File: config.mk
export PLATFORM = sky130hd
export DESIGN_NAME = hex_display_scanner
export DESIGN_NICKNAME = d
export VERILOG_FILES = /design/src/rtl/hex_display_scanner.sv
export SDC_FILE = /design/constraint.sdc
export NUM_CORES = 1
export LEC_CHECK = 0
export ABC_AREA = 1
export CAP_MARGIN = 20
export CELL_PAD_IN_SITES_DETAIL_PLACEMENT = 1
export CELL_PAD_IN_SITES_GLOBAL_PLACEMENT = 2
export CORE_ASPECT_RATIO = 1.25
export CORE_MARGIN = 10
export CORE_UTILIZATION = 33
export CTS_BUF_LIST = sky130_fd_sc_hd__clkbuf_16
export CTS_CLUSTER_DIAMETER = 50
export DETAILED_ROUTE_END_ITERATION = 12
export PLACE_DENSITY = 0.87
export SLEW_MARGIN = 15
export SYNTH_ARGS = -nofsm -noshare
export SYNTH_HDL_FRONTEND = slang
export SYNTH_SLANG_ARGS = --single-unit
File: constraint.sdc
create_clock -name clk -period 5 [get_ports clk]
set_input_delay 1 -clock clk [delete_from_list [all_inputs] [get_ports clk]]
set_output_delay 1 -clock clk [all_outputs]
set_load 0.05 [all_outputs]
File: src/rtl/hex_display_scanner.sv
// Time-multiplexed N-digit 7-segment hex driver with scan prescaler,
// frame-aligned double buffering, per-digit decimal points and leading-zero blanking.
module hex_display_scanner #(
  parameter int DIGITS         = 4,
  parameter int DIV            = 1000,
  parameter bit SEG_ACTIVE_LOW = 1'b1,
  parameter bit AN_ACTIVE_LOW  = 1'b1
) (
  input  logic                  clk,
  input  logic                  rst_n,
  input  logic                  enable,
  input  logic                  load,
  input  logic [4*DIGITS-1:0]   value,
  input  logic [DIGITS-1:0]     dp_in,
  input  logic                  lz_blank,
  output logic [6:0]            seg,
  output logic                  dp,
  output logic [DIGITS-1:0]     an,
  output logic                  busy,
  output logic                  frame
);

  localparam int CW = (DIV > 1) ? $clog2(DIV) : 1;
  localparam int IW = (DIGITS > 1) ? $clog2(DIGITS) : 1;
  localparam logic [CW-1:0] CNT_MAX = CW'(DIV - 1);
  localparam logic [IW-1:0] IDX_MAX = IW'(DIGITS - 1);
  localparam logic [6:0] SEG_OFF = SEG_ACTIVE_LOW ? 7'h7F : 7'h00;
  localparam logic [DIGITS-1:0] AN_OFF = AN_ACTIVE_LOW ? {DIGITS{1'b1}} : {DIGITS{1'b0}};

  logic [CW-1:0]          cnt_q, cnt_d;
  logic [IW-1:0]          idx_q, idx_d;
  logic [4*DIGITS-1:0]    pend_val_q, pend_val_d;
  logic [DIGITS-1:0]      pend_dp_q, pend_dp_d;
  logic [4*DIGITS-1:0]    shad_val_q, shad_val_d;
  logic [DIGITS-1:0]      shad_dp_q, shad_dp_d;
  logic                   busy_q, busy_d;
  logic                   frame_q;
  logic [6:0]             seg_q, seg_d;
  logic                   dp_q, dp_d;
  logic [DIGITS-1:0]      an_q, an_d;

  logic                   tick, wrap;
  logic [DIGITS-1:0]      blank;
  logic                   zeros_above;
  logic [3:0]             nib;
  logic [6:0]             glyph;

  function automatic logic [6:0] hex_glyph(input logic [3:0] n);
    case (n)
      4'h0: hex_glyph = 7'h3F;
      4'h1: hex_glyph = 7'h06;
      4'h2: hex_glyph = 7'h5B;
      4'h3: hex_glyph = 7'h4F;
      4'h4: hex_glyph = 7'h66;
      4'h5: hex_glyph = 7'h6D;
      4'h6: hex_glyph = 7'h7D;
      4'h7: hex_glyph = 7'h07;
      4'h8: hex_glyph = 7'h7F;
      4'h9: hex_glyph = 7'h6F;
      4'hA: hex_glyph = 7'h77;
      4'hB: hex_glyph = 7'h7C;
      4'hC: hex_glyph = 7'h39;
      4'hD: hex_glyph = 7'h5E;
      4'hE: hex_glyph = 7'h79;
      default: hex_glyph = 7'h71;
    endcase
  endfunction

  assign tick = enable && (cnt_q == CNT_MAX);
  assign wrap = tick && (idx_q == IDX_MAX);

  always_comb begin
    cnt_d = cnt_q;
    idx_d = idx_q;
    if (tick) begin
      cnt_d = '0;
      idx_d = (idx_q == IDX_MAX) ? '0 : idx_q + 1'b1;
    end else if (enable) begin
      cnt_d = cnt_q + 1'b1;
    end
  end

  // A load coinciding with the wrap bypasses pending so it is shown this frame.
  always_comb begin
    pend_val_d = pend_val_q;
    pend_dp_d  = pend_dp_q;
    shad_val_d = shad_val_q;
    shad_dp_d  = shad_dp_q;
    busy_d     = busy_q;
    if (wrap && load) begin
      shad_val_d = value;
      shad_dp_d  = dp_in;
      busy_d     = 1'b0;
    end else if (wrap && busy_q) begin
      shad_val_d = pend_val_q;
      shad_dp_d  = pend_dp_q;
      busy_d     = 1'b0;
    end else if (load) begin
      pend_val_d = value;
      pend_dp_d  = dp_in;
      busy_d     = 1'b1;
    end
  end

  // Blank digit i when lz_blank and nibbles DIGITS-1..i of the shadow are all zero.
  always_comb begin
    blank       = '0;
    zeros_above = lz_blank;
    for (int i = DIGITS - 1; i >= 1; i--) begin
      zeros_above = zeros_above && (shad_val_q[4*i +: 4] == 4'h0);
      blank[i]    = zeros_above;
    end
  end

  always_comb begin
    nib   = shad_val_q[4*int'(idx_q) +: 4];
    glyph = hex_glyph(nib);
    seg_d = SEG_OFF;
    dp_d  = SEG_ACTIVE_LOW;
    an_d  = AN_OFF;
    if (enable) begin
      seg_d = blank[idx_q] ? SEG_OFF : (SEG_ACTIVE_LOW ? ~glyph : glyph);
      dp_d  = shad_dp_q[idx_q] ^ SEG_ACTIVE_LOW;
      an_d  = AN_ACTIVE_LOW ? ~(DIGITS'(1) << idx_q) : (DIGITS'(1) << idx_q);
    end
  end

  always_ff @(posedge clk) begin
    if (!rst_n) begin
      cnt_q      <= '0;
      idx_q      <= '0;
      pend_val_q <= '0;
      pend_dp_q  <= '0;
      shad_val_q <= '0;
      shad_dp_q  <= '0;
      busy_q     <= 1'b0;
      frame_q    <= 1'b0;
      seg_q      <= SEG_OFF;
      dp_q       <= SEG_ACTIVE_LOW;
      an_q       <= AN_OFF;
    end else begin
      cnt_q      <= cnt_d;
      idx_q      <= idx_d;
      pend_val_q <= pend_val_d;
      pend_dp_q  <= pend_dp_d;
      shad_val_q <= shad_val_d;
      shad_dp_q  <= shad_dp_d;
      busy_q     <= busy_d;
      frame_q    <= wrap;
      seg_q      <= seg_d;
      dp_q       <= dp_d;
      an_q       <= an_d;
    end
  end

  assign seg   = seg_q;
  assign dp    = dp_q;
  assign an    = an_q;
  assign busy  = busy_q;
  assign frame = frame_q;

endmodule

==> impl_metrics.py <==
metrics = {
    "yosys": {
        "synthMuxAreaShare_pct": 0.289,
        "postSynthCellCount": 519,
        "syn_avg_cell_area_sq_um": 6.68,
        "synth_top_family_by_area": "simple AND/OR/NAND/NOR gates",
        "synthAdderAreaFrac_pct": 3.97,
        "synth_edf_count": 0,
        "synthXorXnorAreaFrac_pct": 0.506,
        "synthSimpleGateAreaFrac_pct": 34.4,
        "yosysWarnings": 0,
        "synth_compound_area_share_pct": 9.53,
        "async_flop_share_pct": 0,
        "ys_top_cells_by_area": "dfxtp_1 (38%), nand2_1 (19%), inv_1 (8.3%)",
        "ys_ff_latch": 66,
        "yosysSeqAreaShare_pct": 38.1,
        "ys.flop_type": "dfxtp_1",
        "ys_types": 28,
        "netlist.area_leader.share_pct": 38.1,
        "yosysTopAreaCell": "dfxtp_1",
        "syn-num-nets": 555,
        "netlist_area_sq_um": 3460,
    },
    "sta": {
        "fin_crit_sh_pct": 54.7,
        "rsz0062_at_grt": "no",
        "hold_viol": 0,
        "setup-violations-final": 0,
        "skew_ps": 4.63,
        "fmax_mhz": 366,
        "tns_ps": 0,
        "setup_ws_ps": 2270,
        "slew_headroom_pct": 42.8,
        "min_period_ps": 2730,
        "final_max_slew_viol_count": 0,
        "worstMarginPinSlew_ps": 856,
    },
    "finish": {
        "area_growth_pct": 20.9,
        "antenna_cells": 0,
        "n_fill_cell": 1301,
        "nNetsFinal": 581,
        "drive_gt1_share_pct": 8.36,
    },
    "place": {
        "port-buffer-count": 38,
        "gp_congestion": 0.810,
        "dpl.hpwl_mm": 6.27,
        "place_ws_ps": 1800,
    },
    "critical_path": {
        "critPathLaunchType": "primary input",
        "r2r_start": "idx_q[0]",
        "cp.arrival_ps": 2990,
        "critPathKind": "primary input to flip-flop",
        "r2r_slack_ps": 2580,
        "cp.required_ps": 5260,
        "worstReg2RegEnd": "seg[5]",
        "end_kind": "flip-flop",
        "worstRegToRegCells": 8,
        "path_max_fanout": 20,
    },
    "grt": {
        "grtUsageTotal_pct": 12.2,
        "grt_max_degree": 61,
        "grt_overflow": 0,
        "grt_pass1_vias": 3315,
        "antenna_found_initial": 0,
        "grt_pass1_wl_mm": 15.5,
    },
    "clock_network": {
        "cts_root_buffer": "clkbuf_16",
        "cts-buffers-inserted": 9,
        "postCtsSetupBuffers": 0,
        "cts_buffer_depth": 2,
        "clk_pin_slew_ps": 50,
        "holdBufCountCts": 0,
        "cts_resized": 0,
        "cts_sinks": 66,
        "insertion_delay_ps": 340,
        "htree_levels": 3,
        "cts_tree": "yes",
    },
    "drt": {
        "drc": 0,
        "wirelength_mm": 8.63,
        "ant_nets": 0,
        "wl_per_cell_microns": 12.7,
        "vias_per_cell": 4.63,
        "firstDrtPassIters": 4,
        "drt-initial-drc-count": 145,
        "vias": 3145,
    },
    "worst_hold_path": {
        "hp-start": "pend_val_q[6]",
        "min_delay_path_depth": 2,
        "min_to": "pend_val_q[6]",
        "hold_path.class": "flip-flop to flip-flop",
    },
    "run": {
        "cap_violations": 0,
    },
    "floorplanning": {
        "io_pins": 39,
        "die_area_sq_um": 15000,
        "fp.dieH_microns": 135,
        "core_area_sq_um": 10200,
        "die_w_microns": 112,
        "rows": 41,
        "initial_utilization_pct": 34.1,
    },
    "run_status": {
        "status": "completed",
    },
    "power": {
        "power_leakage_nw": 2.08,
        "p_per_area_nw_per_um2": 317,
        "ir_worst_vdd_mv": 0.177,
    },
}
## layout make-up
cell class	count	area, sq um	area share, %
Clock buffer	9	225	5.38
Clock inverter	7	85.1	2.03
Timing Repair Buffer	41	398	9.50
Sequential cell	66	1320	31.5
Inverter	83	312	7.44
Multi-Input combinational cell	344	1690	40.3
Tap cell	129	161	3.85
## per-stage QoR
stage,power [W],utilization [%],cells,hold WS (ps),area (sq um)
after floorplan,0.000634,-,519,452,3460
after global placement,0.000671,38.2,663,462,3880
after detailed placement,0.000675,38.2,663,470,3880
after CTS,0.00135,41.2,679,484,4190
after global routing,0.00139,41.2,679,521,4190
final,0.00133,41.2,679,477,4190
## cells in the final DEF, fill, tap and decap left out, drive strengths merged, types with 2 or more instances in the layout
master / n
or2: 2
clkdlybuf4s50: 37
clkinv: 5
nand3: 42
nand4: 4
nor3: 3
bufinv: 2
nor3b: 4
o21ai: 14
inv: 82
buf: 4
a21oi: 49
dfxtp: 66
nand2: 174
clkbuf: 9
ha: 11
nor2: 36
## report_power, final
part	internal [W]	switching [W]	total [W]
logic	0.0000472	0.0000640	0.000111
registers	0.000543	0.00000764	0.000550
clock network	0.000431	0.000234	0.000665
## critical path: stages
cell             delay [ps]
clkdlybuf4s50_1         580
nand3_1                 150
inv_2                   110
nand4_1                 680
nand2_1                 250
nand2_1                  70
a21oi_1                 130
## registers in the layout, indices dropped and copies added, names as in the netlist
signal,flops
an,4
busy,1
cnt_q,10
dp,1
frame,1
idx_q,2
pend_dp_q,4
pend_val_q,16
seg,7
shad_dp_q,4
shad_val_q,16
## Yosys cell counts (2+ instances only)
cell type and instances:
nand2_1 171, inv_1 77, dfxtp_1 66, a21oi_1 49
nor2_1 35, nand3_1 24, nand3_2 18, buf_2 14
o21ai_0 13, ha_1 11, clkbuf_1 5, buf_6 4
inv_2 4, nand4_1 4, nor3b_1 4, buf_1 3
nor3_1 3, clkinv_1 2, nand2_2 2, or2_2 2
## routing by layer
metal	global-route usage (%)	share of wire (%)	vias to the layer above
li1	-	-	1639
met1	13.6	45	1459
met2	21.4	50	37
met3	3.37	3.6	10
met4	4.51	1.4	0
met5	0	0	-
## cell families (layout without fill, tap and decap cells)
group	count (synthesis)	in the layout
AOI/OAI and AO/OA	65	65
xor gates and xnor gates	2	2
adders and majority gates	11	11
buffers and inverters	109	140
DFF	66	66
muxes	1	1
and+or+nand+nor	265	265
## worst max path at each step
stage	start	end	slack (ps)
floorplan	load	shad_dp_q[0]	3020
global placement	rst_n	cnt_q[7]	1940
detailed placement	enable	shad_val_q[3]	1800
CTS	enable	shad_val_q[14]	2130
global route	enable	shad_val_q[6]	1950
finish	enable	shad_val_q[3]	2270
Note: power is estimated with default switching activity, not from simulation.
